[src/rtl/long_inst_commit_arb.sv]
// Commit arbiter for the long-latency units: one holding buffer per source,
// drained round-robin into a single registered register-file write and commit pulse.

module long_inst_commit_buf #(
   parameter int AW = 5,
   parameter int DW = 32,
   parameter int IW = 3
) (
   input  logic          clk,
   input  logic          rst_n,
   input  logic          valid_i,
   input  logic          grant_i,
   input  logic          we_i,
   input  logic [AW-1:0] addr_i,
   input  logic [DW-1:0] data_i,
   input  logic [IW-1:0] id_i,
   output logic          ready_o,
   output logic          valid_o,
   output logic          we_o,
   output logic [AW-1:0] addr_o,
   output logic [DW-1:0] data_o,
   output logic [IW-1:0] id_o
);
   logic          valid_q, valid_d;
   logic          we_q, we_d;
   logic [AW-1:0] addr_q, addr_d;
   logic [DW-1:0] data_q, data_d;
   logic [IW-1:0] id_q, id_d;
   logic          take;

   // A granted buffer is emptied this cycle, so it may accept a new result at once.
   assign ready_o = !valid_q || grant_i;
   assign take    = valid_i && ready_o;

   always_comb begin
      valid_d = valid_q;
      we_d    = we_q;
      addr_d  = addr_q;
      data_d  = data_q;
      id_d    = id_q;
      if (take) begin
         valid_d = 1'b1;
         we_d    = we_i;
         addr_d  = addr_i;
         data_d  = data_i;
         id_d    = id_i;
      end else if (grant_i) begin
         valid_d = 1'b0;
      end
   end

   always_ff @(posedge clk or negedge rst_n) begin
      if (!rst_n) begin
         valid_q <= 1'b0;
         we_q    <= 1'b0;
         addr_q  <= '0;
         data_q  <= '0;
         id_q    <= '0;
      end else begin
         valid_q <= valid_d;
         we_q    <= we_d;
         addr_q  <= addr_d;
         data_q  <= data_d;
         id_q    <= id_d;
      end
   end

   assign valid_o = valid_q;
   assign we_o    = we_q;
   assign addr_o  = addr_q;
   assign data_o  = data_q;
   assign id_o    = id_q;
endmodule

module long_inst_commit_arb #(
   parameter int NUM_SRC         = 4,
   parameter int REG_ADDR_WIDTH  = 5,
   parameter int DATA_WIDTH      = 32,
   parameter int COMMIT_ID_WIDTH = 3
) (
   input  logic                                   clk,
   input  logic                                   rst_n,
   input  logic [NUM_SRC-1:0]                     src_valid_i,
   output logic [NUM_SRC-1:0]                     src_ready_o,
   input  logic [NUM_SRC-1:0]                     src_rd_we_i,
   input  logic [NUM_SRC*REG_ADDR_WIDTH-1:0]      src_rd_addr_i,
   input  logic [NUM_SRC*DATA_WIDTH-1:0]          src_rd_data_i,
   input  logic [NUM_SRC*COMMIT_ID_WIDTH-1:0]     src_commit_id_i,
   output logic                                   reg_we_o,
   output logic [REG_ADDR_WIDTH-1:0]              reg_waddr_o,
   output logic [DATA_WIDTH-1:0]                  reg_wdata_o,
   output logic                                   commit_valid_o,
   output logic [COMMIT_ID_WIDTH-1:0]             commit_id_o,
   output logic                                   busy_o
);
   localparam int PTR_W = (NUM_SRC > 1) ? $clog2(NUM_SRC) : 1;

   logic [NUM_SRC-1:0]                      buf_valid, buf_we, grant;
   logic [NUM_SRC-1:0][REG_ADDR_WIDTH-1:0]  buf_addr;
   logic [NUM_SRC-1:0][DATA_WIDTH-1:0]      buf_data;
   logic [NUM_SRC-1:0][COMMIT_ID_WIDTH-1:0] buf_id;

   logic [PTR_W-1:0]           rr_ptr_q, rr_ptr_d, gidx, idx_w;
   logic                       any_grant;
   int                         idx;
   logic                       commit_valid_q, commit_valid_d;
   logic                       reg_we_q, reg_we_d;
   logic [REG_ADDR_WIDTH-1:0]  reg_waddr_q, reg_waddr_d;
   logic [DATA_WIDTH-1:0]      reg_wdata_q, reg_wdata_d;
   logic [COMMIT_ID_WIDTH-1:0] commit_id_q, commit_id_d;

   for (genvar i = 0; i < NUM_SRC; i++) begin : g_src
      long_inst_commit_buf #(
         .AW(REG_ADDR_WIDTH), .DW(DATA_WIDTH), .IW(COMMIT_ID_WIDTH)
      ) u_buf (
         .clk     (clk),
         .rst_n   (rst_n),
         .valid_i (src_valid_i[i]),
         .grant_i (grant[i]),
         .we_i    (src_rd_we_i[i]),
         .addr_i  (src_rd_addr_i[i*REG_ADDR_WIDTH +: REG_ADDR_WIDTH]),
         .data_i  (src_rd_data_i[i*DATA_WIDTH +: DATA_WIDTH]),
         .id_i    (src_commit_id_i[i*COMMIT_ID_WIDTH +: COMMIT_ID_WIDTH]),
         .ready_o (src_ready_o[i]),
         .valid_o (buf_valid[i]),
         .we_o    (buf_we[i]),
         .addr_o  (buf_addr[i]),
         .data_o  (buf_data[i]),
         .id_o    (buf_id[i])
      );
   end

   // First valid buffer at or after rr_ptr, wrapping.
   always_comb begin
      grant     = '0;
      gidx      = '0;
      any_grant = 1'b0;
      idx       = 0;
      idx_w     = '0;
      for (int k = 0; k < NUM_SRC; k++) begin
         idx = int'(rr_ptr_q) + k;
         if (idx >= NUM_SRC) idx = idx - NUM_SRC;
         idx_w = PTR_W'(idx);
         if (!any_grant && buf_valid[idx_w]) begin
            any_grant    = 1'b1;
            grant[idx_w] = 1'b1;
            gidx         = idx_w;
         end
      end
   end

   always_comb begin
      rr_ptr_d       = rr_ptr_q;
      commit_valid_d = any_grant;
      commit_id_d    = commit_id_q;
      reg_waddr_d    = reg_waddr_q;
      reg_wdata_d    = reg_wdata_q;
      reg_we_d       = 1'b0;
      if (any_grant) begin
         rr_ptr_d    = (int'(gidx) == NUM_SRC - 1) ? '0 : gidx + PTR_W'(1);
         commit_id_d = buf_id[gidx];
         reg_waddr_d = buf_addr[gidx];
         reg_wdata_d = buf_data[gidx];
         // x0 is never written, but the commit still retires the ID.
         reg_we_d    = buf_we[gidx] && (buf_addr[gidx] != '0);
      end
   end

   always_ff @(posedge clk or negedge rst_n) begin
      if (!rst_n) begin
         rr_ptr_q       <= '0;
         commit_valid_q <= 1'b0;
         commit_id_q    <= '0;
         reg_we_q       <= 1'b0;
         reg_waddr_q    <= '0;
         reg_wdata_q    <= '0;
      end else begin
         rr_ptr_q       <= rr_ptr_d;
         commit_valid_q <= commit_valid_d;
         commit_id_q    <= commit_id_d;
         reg_we_q       <= reg_we_d;
         reg_waddr_q    <= reg_waddr_d;
         reg_wdata_q    <= reg_wdata_d;
      end
   end

   assign commit_valid_o = commit_valid_q;
   assign commit_id_o    = commit_id_q;
   assign reg_we_o       = reg_we_q;
   assign reg_waddr_o    = reg_waddr_q;
   assign reg_wdata_o    = reg_wdata_q;
   assign busy_o         = (|buf_valid) || commit_valid_q;
endmodule

[config.mk]
export PLATFORM = sky130hd
export DESIGN_NAME = long_inst_commit_arb
export DESIGN_NICKNAME = d
export VERILOG_FILES = /design/src/rtl/long_inst_commit_arb.sv
export SDC_FILE = /design/constraint.sdc
export NUM_CORES = 1
export LEC_CHECK = 0
export BUFFER_PORTS_ARGS = -buffer_cell sky130_fd_sc_hd__clkbuf_2
export CAP_MARGIN = 20
export CORE_ASPECT_RATIO = 1.1
export CORE_MARGIN = 2
export CORE_UTILIZATION = 55
export DETAILED_ROUTE_END_ITERATION = 12
export PLACE_DENSITY = 0.81
export SETUP_SLACK_MARGIN = 0.2
export SYNTH_ARGS = -nofsm -noshare
export SYNTH_HDL_FRONTEND = slang
export SYNTH_SLANG_ARGS = --single-unit
[constraint.sdc]
create_clock -name clk -period 9.2 [get_ports clk]
set_clock_uncertainty 0.15 [all_clocks]
set_input_delay 1.38 -clock clk [delete_from_list [all_inputs] [get_ports clk]]
set_output_delay 1.38 -clock clk [all_outputs]
set_load 0.05 [all_outputs]
# Word level (Yosys, flattened, before mapping)

Cells that the tools add are included.

Register bits after elaboration: 212
Input port bits: 170
Output and inout bits: 47
Word-level logic and storage cells: 131

Add/subtract/negate cells: 8
$lt $le $gt $ge: 13
Eq/ne operators: 1
Muxes and demuxes: 50
Bitwise operators: 3
Reductions and logical operators: 30

Operator list:

| cell                                                              | number |
|---|---|
| binary-select mux 32 bit (select 2 bit)                           | 1 |
| two-way mux 32 bit                                                | 1 |
| two-way mux 1 bit                                                 | 22 |
| two-way mux 2 bit                                                 | 9 |
| two-way mux 4 bit                                                 | 4 |
| < comparator 2 x 3 -> 1 bit, second input constant                | 5 |
| logical AND 1 bit                                                 | 12 |
| OR 4 bit                                                          | 3 |
| binary-select mux 1 bit (select 2 bit)                            | 5 |
| binary-select mux 5 bit (select 2 bit)                            | 1 |
| greater-or-equal comparator 3 bit, second input constant          | 3 |
| demux 1 bit (select 2 bit)                                        | 4 |
| greater-or-equal comparator 2 x 1 -> 1 bit, second input constant | 4 |
| nonzero test 2 bit                                                | 4 |
| subtractor 2 x 1 -> 2 bit, second input constant                  | 4 |
| zero test 1 bit                                                   | 7 |
| adder 2 x 2 -> 3 bit, second input constant                       | 2 |
| binary-select mux 3 bit (select 2 bit)                            | 1 |
| logical OR 1 bit                                                  | 5 |
| two-way mux 5 bit                                                 | 1 |
| nonzero test 5 bit                                                | 1 |
| OR reduction 4 bit                                                | 1 |
| adder 2 x 1 -> 3 bit, second input constant                       | 1 |
| greater-or-equal comparator 2 x 3 -> 1 bit, second input constant | 1 |
| 3 further kinds                                                   | 3 |

# Depth between registers and ports, before layout

Gate-level depths: netlist of run 1.

Depth in word-level cells: 19
Mapped depth: 13
Gate-level depth less buffers: 9

# Cells and area by module

Synthesis of run 1 repeated with hierarchy kept, for this count alone.

Cell total of the unflattened synthesis: 700
Area total of the unflattened synthesis: 10410.0 um2

By module, submodules not included:

| module               | instances | cells each | area each (um2) | sequential area each (um2) |
|---|---|---|---|---|
| long_inst_commit_buf | 4         | 90         | 1739.2          | 1051.0 |
| long_inst_commit_arb | 1         | 340        | 3453.3          | 1101.1 |

# Least setup slack after synthesis of run 1

Ideal clock, no wire load.

Kind: reg-to-output
From: register rr_ptr_q[0]
To: output port src_ready_o[3]
Arrival: 2295 ps
Required time: 7670 ps
Slack: 5375 ps
Stages on the path, launching flop included: 9
Path buffers: 2
Cell sequence: dfrtp_1 -> inv_1 -> ha_1 -> clkbuf_1 -> mux4_2 -> a211oi_1 -> a222oi_1 -> nand3_1 -> buf_4

Cells in the longest elaborated chain, start to end: 15
Elaborated cells on any way between the ends: 60
Those cells by class: add/sub: 7; order compare: 12; mux: 27; bitwise: 3; reduce/logical: 11

Ends and longest elaborated chain:

| what                                                          | line | text |
|---|---|---|
| from (decl)                                                   | 103  | `logic [PTR_W-1:0] rr_ptr_q, rr_ptr_d, gidx, idx_w;` |
| from (signal assigned)                                        | 178  | `rr_ptr_q <= rr_ptr_d;` |
| branches (longest 13 deep; another with adder 2 x 1 -> 3 bit) | --   |  |
| two-way mux 4 bit (*)                                         | 144  | `if (!any_grant && buf_valid[idx_w]) begin` |
| logical OR 1 bit (*)                                          | 32   | `assign ready_o = !valid_q \|\| grant_i;` |
| to (decl)                                                     | 84   | `output logic [NUM_SRC-1:0] src_ready_o,` |

Mark *: on every way between the ends. The select of a mux whose other input is x is not followed.

# Worst setup path in the final report of run 1

Ends and elaborated chain as after synthesis.

==> impl_metrics.tcl, run 1 <==
set metrics [dict create \
    yosys.cell_types.count 42 \
    p_leak_nw 5.68 \
    synth.avg_cell_area_um2 11.7 \
    dp_worst_setup_slack_ps 4800 \
    insertedDiodeCount 0 \
    avgViaCountPerCell 5.60 \
    die-area_mm2 0.0191 \
    finalCriticalPeriod_ps 4970 \
    remaining_drc_errors 0 \
    numClockSinks 212 \
    netlist_area_mm2 0.00992 \
    synth_ff_type "dfrtp_1" \
    cts_root_buf "clkbuf_16" \
    cts_hold_buffers 0 \
    grt_max_degree 95 \
    core_area_mm2 0.0177 \
    synth_async_sr_flop_share 1.00 \
    dpl.hpwl_um 14900 \
    clockBufferDepth 3 \
    numPortBuffers 216 \
    critPathLaunchType "register" \
    gr-usage-met1 0.321 \
    ys_seq_elements 212 \
    hold_ws_ps 323 \
    layout_common_cells "clkbuf_2 (215), dfrtp_1 (212), nand2_1 (205), mux2_2 (118), and3_1 (75)" \
    final-setup-viol-count 0 \
    rsz0062_at_grt "no" \
    cts_tree "done" \
    cts_setup_buffers 0 \
    final_cells 1287 \
    ys_seq_area_frac 0.535 \
    cts_resized 0 \
    io_pins 217 \
    busiest_layer "met2" \
    routedWlPerCell_um 18.8 \
    first_global_vias 7465 \
    met2_usage 0.432 \
    cts_made_buffers 23 \
    drtIter0Drc 338 \
    synthesis.nets 1029 \
    drt_pass1_iterations 5 \
    grt_antenna_before_repair 0 \
    fmax_mhz 201 \
    nets 1212 \
    grt_overflow 0 \
    grt_first_pass_wirelength_um 38500 \
    area_growth_pct 18.6 \
    status "complete, no violations" \
    cp_max_fo 17 \
    die_w_um 132 \
    cp.required_ps 7670 \
    cp_cell_sequence "inv_1 > ha_1 > mux4_2 > a211oi_1 > a222oi_1 > nand3_1 > clkbuf_2" \
    ant_nets 0 \
    via_count 7201 \
    slowest_stage "dfrtp_1" \
    syn_inst 851 \
    relSlewSlack 0.306 \
    wl_um 24300 \
    min_period_over_period 0.540 \
    grt_usage 0.252 \
    fin_setup_tns_ps 0 \
    die_y_um 145 \
    cp_data_arrival_time_ps 3440 \
    critPathMaxStageDelay_ps 700 \
    synth_top_area_share 0.535 \
    tightestPinTransition_ps 1040 \
    worstHoldPathType "register to register" \
    synth_area_leader_cell "dfrtp_1" \
    start_util 0.561 \
    slew_viol_final 0 \
    drive_gt1_frac 0.412 \
    synth_edf_count 0 \
    end_kind "primary output" \
    n_fill_cell 1361 \
    dp_cells 1246 \
    use_met3 0.0554 \
    cts.clk_slew.worst_paths_ps 60 \
    power_density_mw_per_mm2 473 \
    netlist_top_cells_area "dfrtp_1 (53%), mux2_2 (13%), nand2_1 (7.8%), mux2_4 (6.1%), and3_1 (4.7%)" \
    yosys_warnings 0 \
    final_common_cell "clkbuf_2" \
    hold_violations 0 \
    cts_max_level 1 \
    power_w 0.00557 \
    gp_congestion 0.868 \
    crit_type "register to primary output" \
    placementRows 51 \
    cap_viol_max_count 0 \
    clk_latency_ps 500 \
    worst_slack_ps 4230 \
    vdd_drop_max_v 0.000455 \
]
-- final timing paths --
check | startpoint | endpoint | slack, ps | depth (start not counted)
worst min-delay path | reg_wdata_o[21] | reg_wdata_o[21] | 320 | 2
worst min register to register | reg_wdata_o[21] | reg_wdata_o[21] | 320 | 2
min in group asynchronous | rst_n | g_src[0].u_buf.data_o[11] | 810 | 1
worst max register to register | rr_ptr_q[0] | reg_we_o | 5070 | 9
max in group asynchronous | rst_n | g_src[0].u_buf.addr_o[0] | 6730 | 2
worst max-delay path | rr_ptr_q[0] | src_ready_o[3] | 4230 | 7
-- sequential cells by signal (all words and copies together), names as in the netlist --
signal	count
reg_wdata_o	32
g_src.u_buf.we_o	4
reg_waddr_o	5
commit_valid_o	1
g_src.u_buf.data_o	128
commit_id_o	3
rr_ptr_q	2
g_src.u_buf.addr_o	20
g_src.u_buf.valid_o	4
reg_we_o	1
g_src.u_buf.id_o	12
-- per-stage QoR --
step / cell area (µm²) / util
floorplan: 9920 / -
global placement: 11000 / 0.621
detailed placement: 11000 / 0.621
CTS: 11700 / 0.664
global route: 11800 / 0.666
finish: 11800 / 0.666
-- critical path, delay by kind of cell, from the launching register on --
family | cells | cell delay, ps
buffers and inverters | 2 | 560
DFF | 1 | 700
muxes | 1 | 360
adders and majority gates | 1 | 530
AOI/OAI and AO/OA | 2 | 590
and+or+nand+nor | 1 | 190
-- report_power, final --
group / leakage [nW] / total [W] / internal (W) / switching (W)
combinational: 2.81 / 0.00291 / 0.00123 / 0.00168
clock: 0.387 / 0.000923 / 0.000564 / 0.000359
sequential: 2.48 / 0.00174 / 0.00144 / 0.000292
-- synthesized netlist by cell type, types with 7 or more instances --
library cell	count
buf_4	8
buf_2	18
ha_1	8
dfrtp_1	212
mux2_4	40
o31ai_1	38
nand2_1	207
nand3_1	13
buf_6	16
clkbuf_1	24
mux2_2	118
and3_1	75
mux2_1	7
-- cell families (layout without fill, tap and decap cells) --
| logic type | after synthesis | in the layout | synth area share |
|---|---|---|---|
| buffers and inverters | 71 | 269 | 0.0443 |
| adder cells (fa/ha/maj) | 8 | 8 | 0.0101 |
| flip-flops | 212 | 212 | 0.535 |
| AND/OR/NAND/NOR | 317 | 317 | 0.147 |
| AO/OA/AOI/OAI | 73 | 73 | 0.0547 |
| multiplexers | 169 | 169 | 0.209 |
| XOR/XNOR | 1 | 1 | 0.000883 |
-- layout make-up --
cell class / instances / area, µm² / share of cell area
sequential: 212 / 5310 / 0.451
multi-input combinational: 568 / 4210 / 0.358
timing repair buffer: 224 / 1170 / 0.0994
clock buffer: 35 / 721 / 0.0612
tap: 238 / 298 / 0.0253
clock inverter: 5 / 50.0 / 0.00425
inverter: 5 / 18.8 / 0.00159
-- metal layers --
| layer | wire length [µm] | vias to the layer above | part of all wire |
|---|---|---|---|
| met5 | 0 | - | 0 |
| met4 | 620 | 0 | 0.026 |
| met3 | 1680 | 46 | 0.069 |
| met2 | 11800 | 257 | 0.49 |
| met1 | 10100 | 3587 | 0.42 |
| li1 | - | 3311 | - |
No activity file was read; power rests on OpenSTA's default activity.
==> inputs of run 2 (changes only) <==
clock period = 4.8 ns   (was 9.2 ns; I/O delays follow)
==> impl_metrics.tcl, run 2 (same netlist as run 1, synthesis figures left out) <==
set metrics [dict create \
    slowest_stage "dfrtp_2" \
    fmax_mhz 238 \
    layout_common_cells "clkbuf_2 (215), dfrtp_1 (211), nand2_1 (205), mux2_2 (118), and3_1 (75)" \
    drtIter0Drc 539 \
    p_leak_nw 5.75 \
    min_period_over_period 0.874 \
    drive_gt1_frac 0.414 \
    cts_made_buffers 22 \
    combPwrFrac 0.516 \
    vdd_drop_max_v 0.000523 \
    critPathMaxStageDelay_ps 560 \
    cts.clk_slew.worst_paths_ps 70 \
    drt_pass1_iterations 5 \
    power_frac_clock 0.177 \
    cts_root_buf "clkbuf_16" \
    nets 1217 \
    end_kind "primary output" \
    via_count 7219 \
    tightestPinTransition_ps 1010 \
    slew_viol_final 0 \
    start_util 0.561 \
    core_area_mm2 0.0177 \
    worst_slack_ps 604 \
    crit_type "register to primary output" \
    power_switching_w 0.00452 \
    final-setup-viol-count 0 \
    routedWlPerCell_um 18.9 \
    finalCriticalPeriod_ps 4200 \
    cp_max_fo 17 \
    power_w 0.0110 \
    first_global_vias 7225 \
    regArea_mm2 0.00531 \
    cp.required_ps 3930 \
    cap_viol_max_count 0 \
    n_fill_cell 1299 \
    area_growth_pct 20.5 \
    avgViaCountPerCell 5.58 \
    grt_antenna_before_repair 0 \
    status "complete, no violations" \
    cp_data_arrival_time_ps 3330 \
    power_density_mw_per_mm2 917 \
    dp_worst_setup_slack_ps 714 \
    cts_max_level 1 \
    final_common_cell "clkbuf_2" \
    die_w_um 132 \
    relSlewSlack 0.325 \
    critPathLaunchType "register" \
    grt_usage 0.255 \
    seq_power_share 0.307 \
    clockBufferDepth 3 \
    numClockSinks 212 \
    grt_overflow 0 \
    wl_um 24500 \
    remaining_drc_errors 0 \
    worstHoldPathType "primary input to register" \
    rsz0062_at_grt "no" \
    die-area_mm2 0.0191 \
    die_y_um 145 \
    swShare 0.412 \
    dpl.hpwl_um 15800 \
    cp_cell_sequence "inv_1 > ha_1 > mux4_2 > a211oi_1 > a222oi_1 > nand3_1 > clkbuf_2" \
    placementRows 51 \
    cts_tree "done" \
    numPortBuffers 216 \
    fin_util 0.677 \
    fin_setup_tns_ps 0 \
    multi_input_area_mm2 0.00421 \
    io_pins 217 \
    grt_max_degree 130 \
    gp_congestion 0.839 \
    hold_violations 0 \
    grt_first_pass_wirelength_um 38600 \
    clk_latency_ps 500 \
    ant_nets 0 \
    largest_register_ffs 128 \
    power.internal_w 0.00645 \
]
run 2: changes by cell type in the layout (fill, tap and decap cells not counted), moves of 3 or more:
| cell | before | now |
|---|---|---|
| clkbuf_8 | 11 | 5 |
| diode_2 | 0 | 3 |
| buf_12 | 0 | 5 |
| bufinv_16 | 1 | 6 |
run 2: final cells by class:
| class | instances | share of cell area |
|---|---|---|
| Multi-Input combinational cell | 568 | 0.352 |
| Inverter | 5 | 0.00157 |
| Sequential cell | 212 | 0.444 |
| Antenna cell | 3 | 0.000627 |
| Clock inverter | 10 | 0.0177 |
| Timing Repair Buffer | 230 | 0.109 |
| Clock buffer | 28 | 0.0512 |
| Tap cell | 238 | 0.0249 |
run 2: what timing repair did:
action                                  4_1_cts  5_1_grt
hold buffers                                  0        1
resized for setup                             0        1
endpoints found under the setup margin        0        1
hold endpoints to repair                      0       14
buffers inserted                              0        0
run 2: metal layers:
| metal | routed length (µm) | vias up | global-route usage |
|---|---|---|---|
| met3 | 1620 | 38 | 0.0408 |
| met5 | 0 | - | 0 |
| li1 | - | 3331 | - |
| met4 | 582 | 0 | 0.0875 |
| met2 | 11900 | 262 | 0.419 |
| met1 | 10400 | 3588 | 0.349 |
run 2: path summary, 6_finish.rpt:
| path | slack [ps] | cells after the start | startpoint | endpoint |
|---|---|---|---|---|
| worst max-delay path | 600 | 7 | rr_ptr_q[0] | src_ready_o[3] |
| min in group asynchronous | 470 | 2 | rst_n | g_src[2].u_buf.data_o[8] |
| worst min-delay path | 270 | 2 | src_valid_i[0] | g_src[0].u_buf.valid_o |
| worst min register to register | 330 | 2 | reg_waddr_o[0] | reg_waddr_o[0] |
| max in group asynchronous | 2840 | 4 | rst_n | g_src[3].u_buf.data_o[23] |
| worst max register to register | 890 | 9 | rr_ptr_q[0] | g_src[0].u_buf.data_o[2] |
run 2: through the flow:
stage          instance area, µm²  std cells  hold WS, ps
6_report                    12000       1294          269
2_1_floorplan                9920        851          274
4_1_cts                     11900       1288          257
3_5_place_dp                11100       1250          320
5_1_grt                     12000       1291          259
3_3_place_gp                11100       1250          311
run 2: worst max-delay path, delay by kind of cell (launching register included):
kind | cells | cell delay, ps
simple gates | 1 | 200
fa+ha+maj | 1 | 500
flops | 1 | 560
buf+inv | 2 | 540
mux | 1 | 370
compound gates | 2 | 660
run 2: power by group through the flow:
stage               logic, W  clock network [W]  registers (W)
floorplan            0.00398                  0        0.00378
global placement     0.00545                  0        0.00334
detailed placement   0.00561                  0        0.00337
CTS                  0.00565            0.00196        0.00336
global route         0.00616            0.00204        0.00347
finish               0.00566            0.00194        0.00337
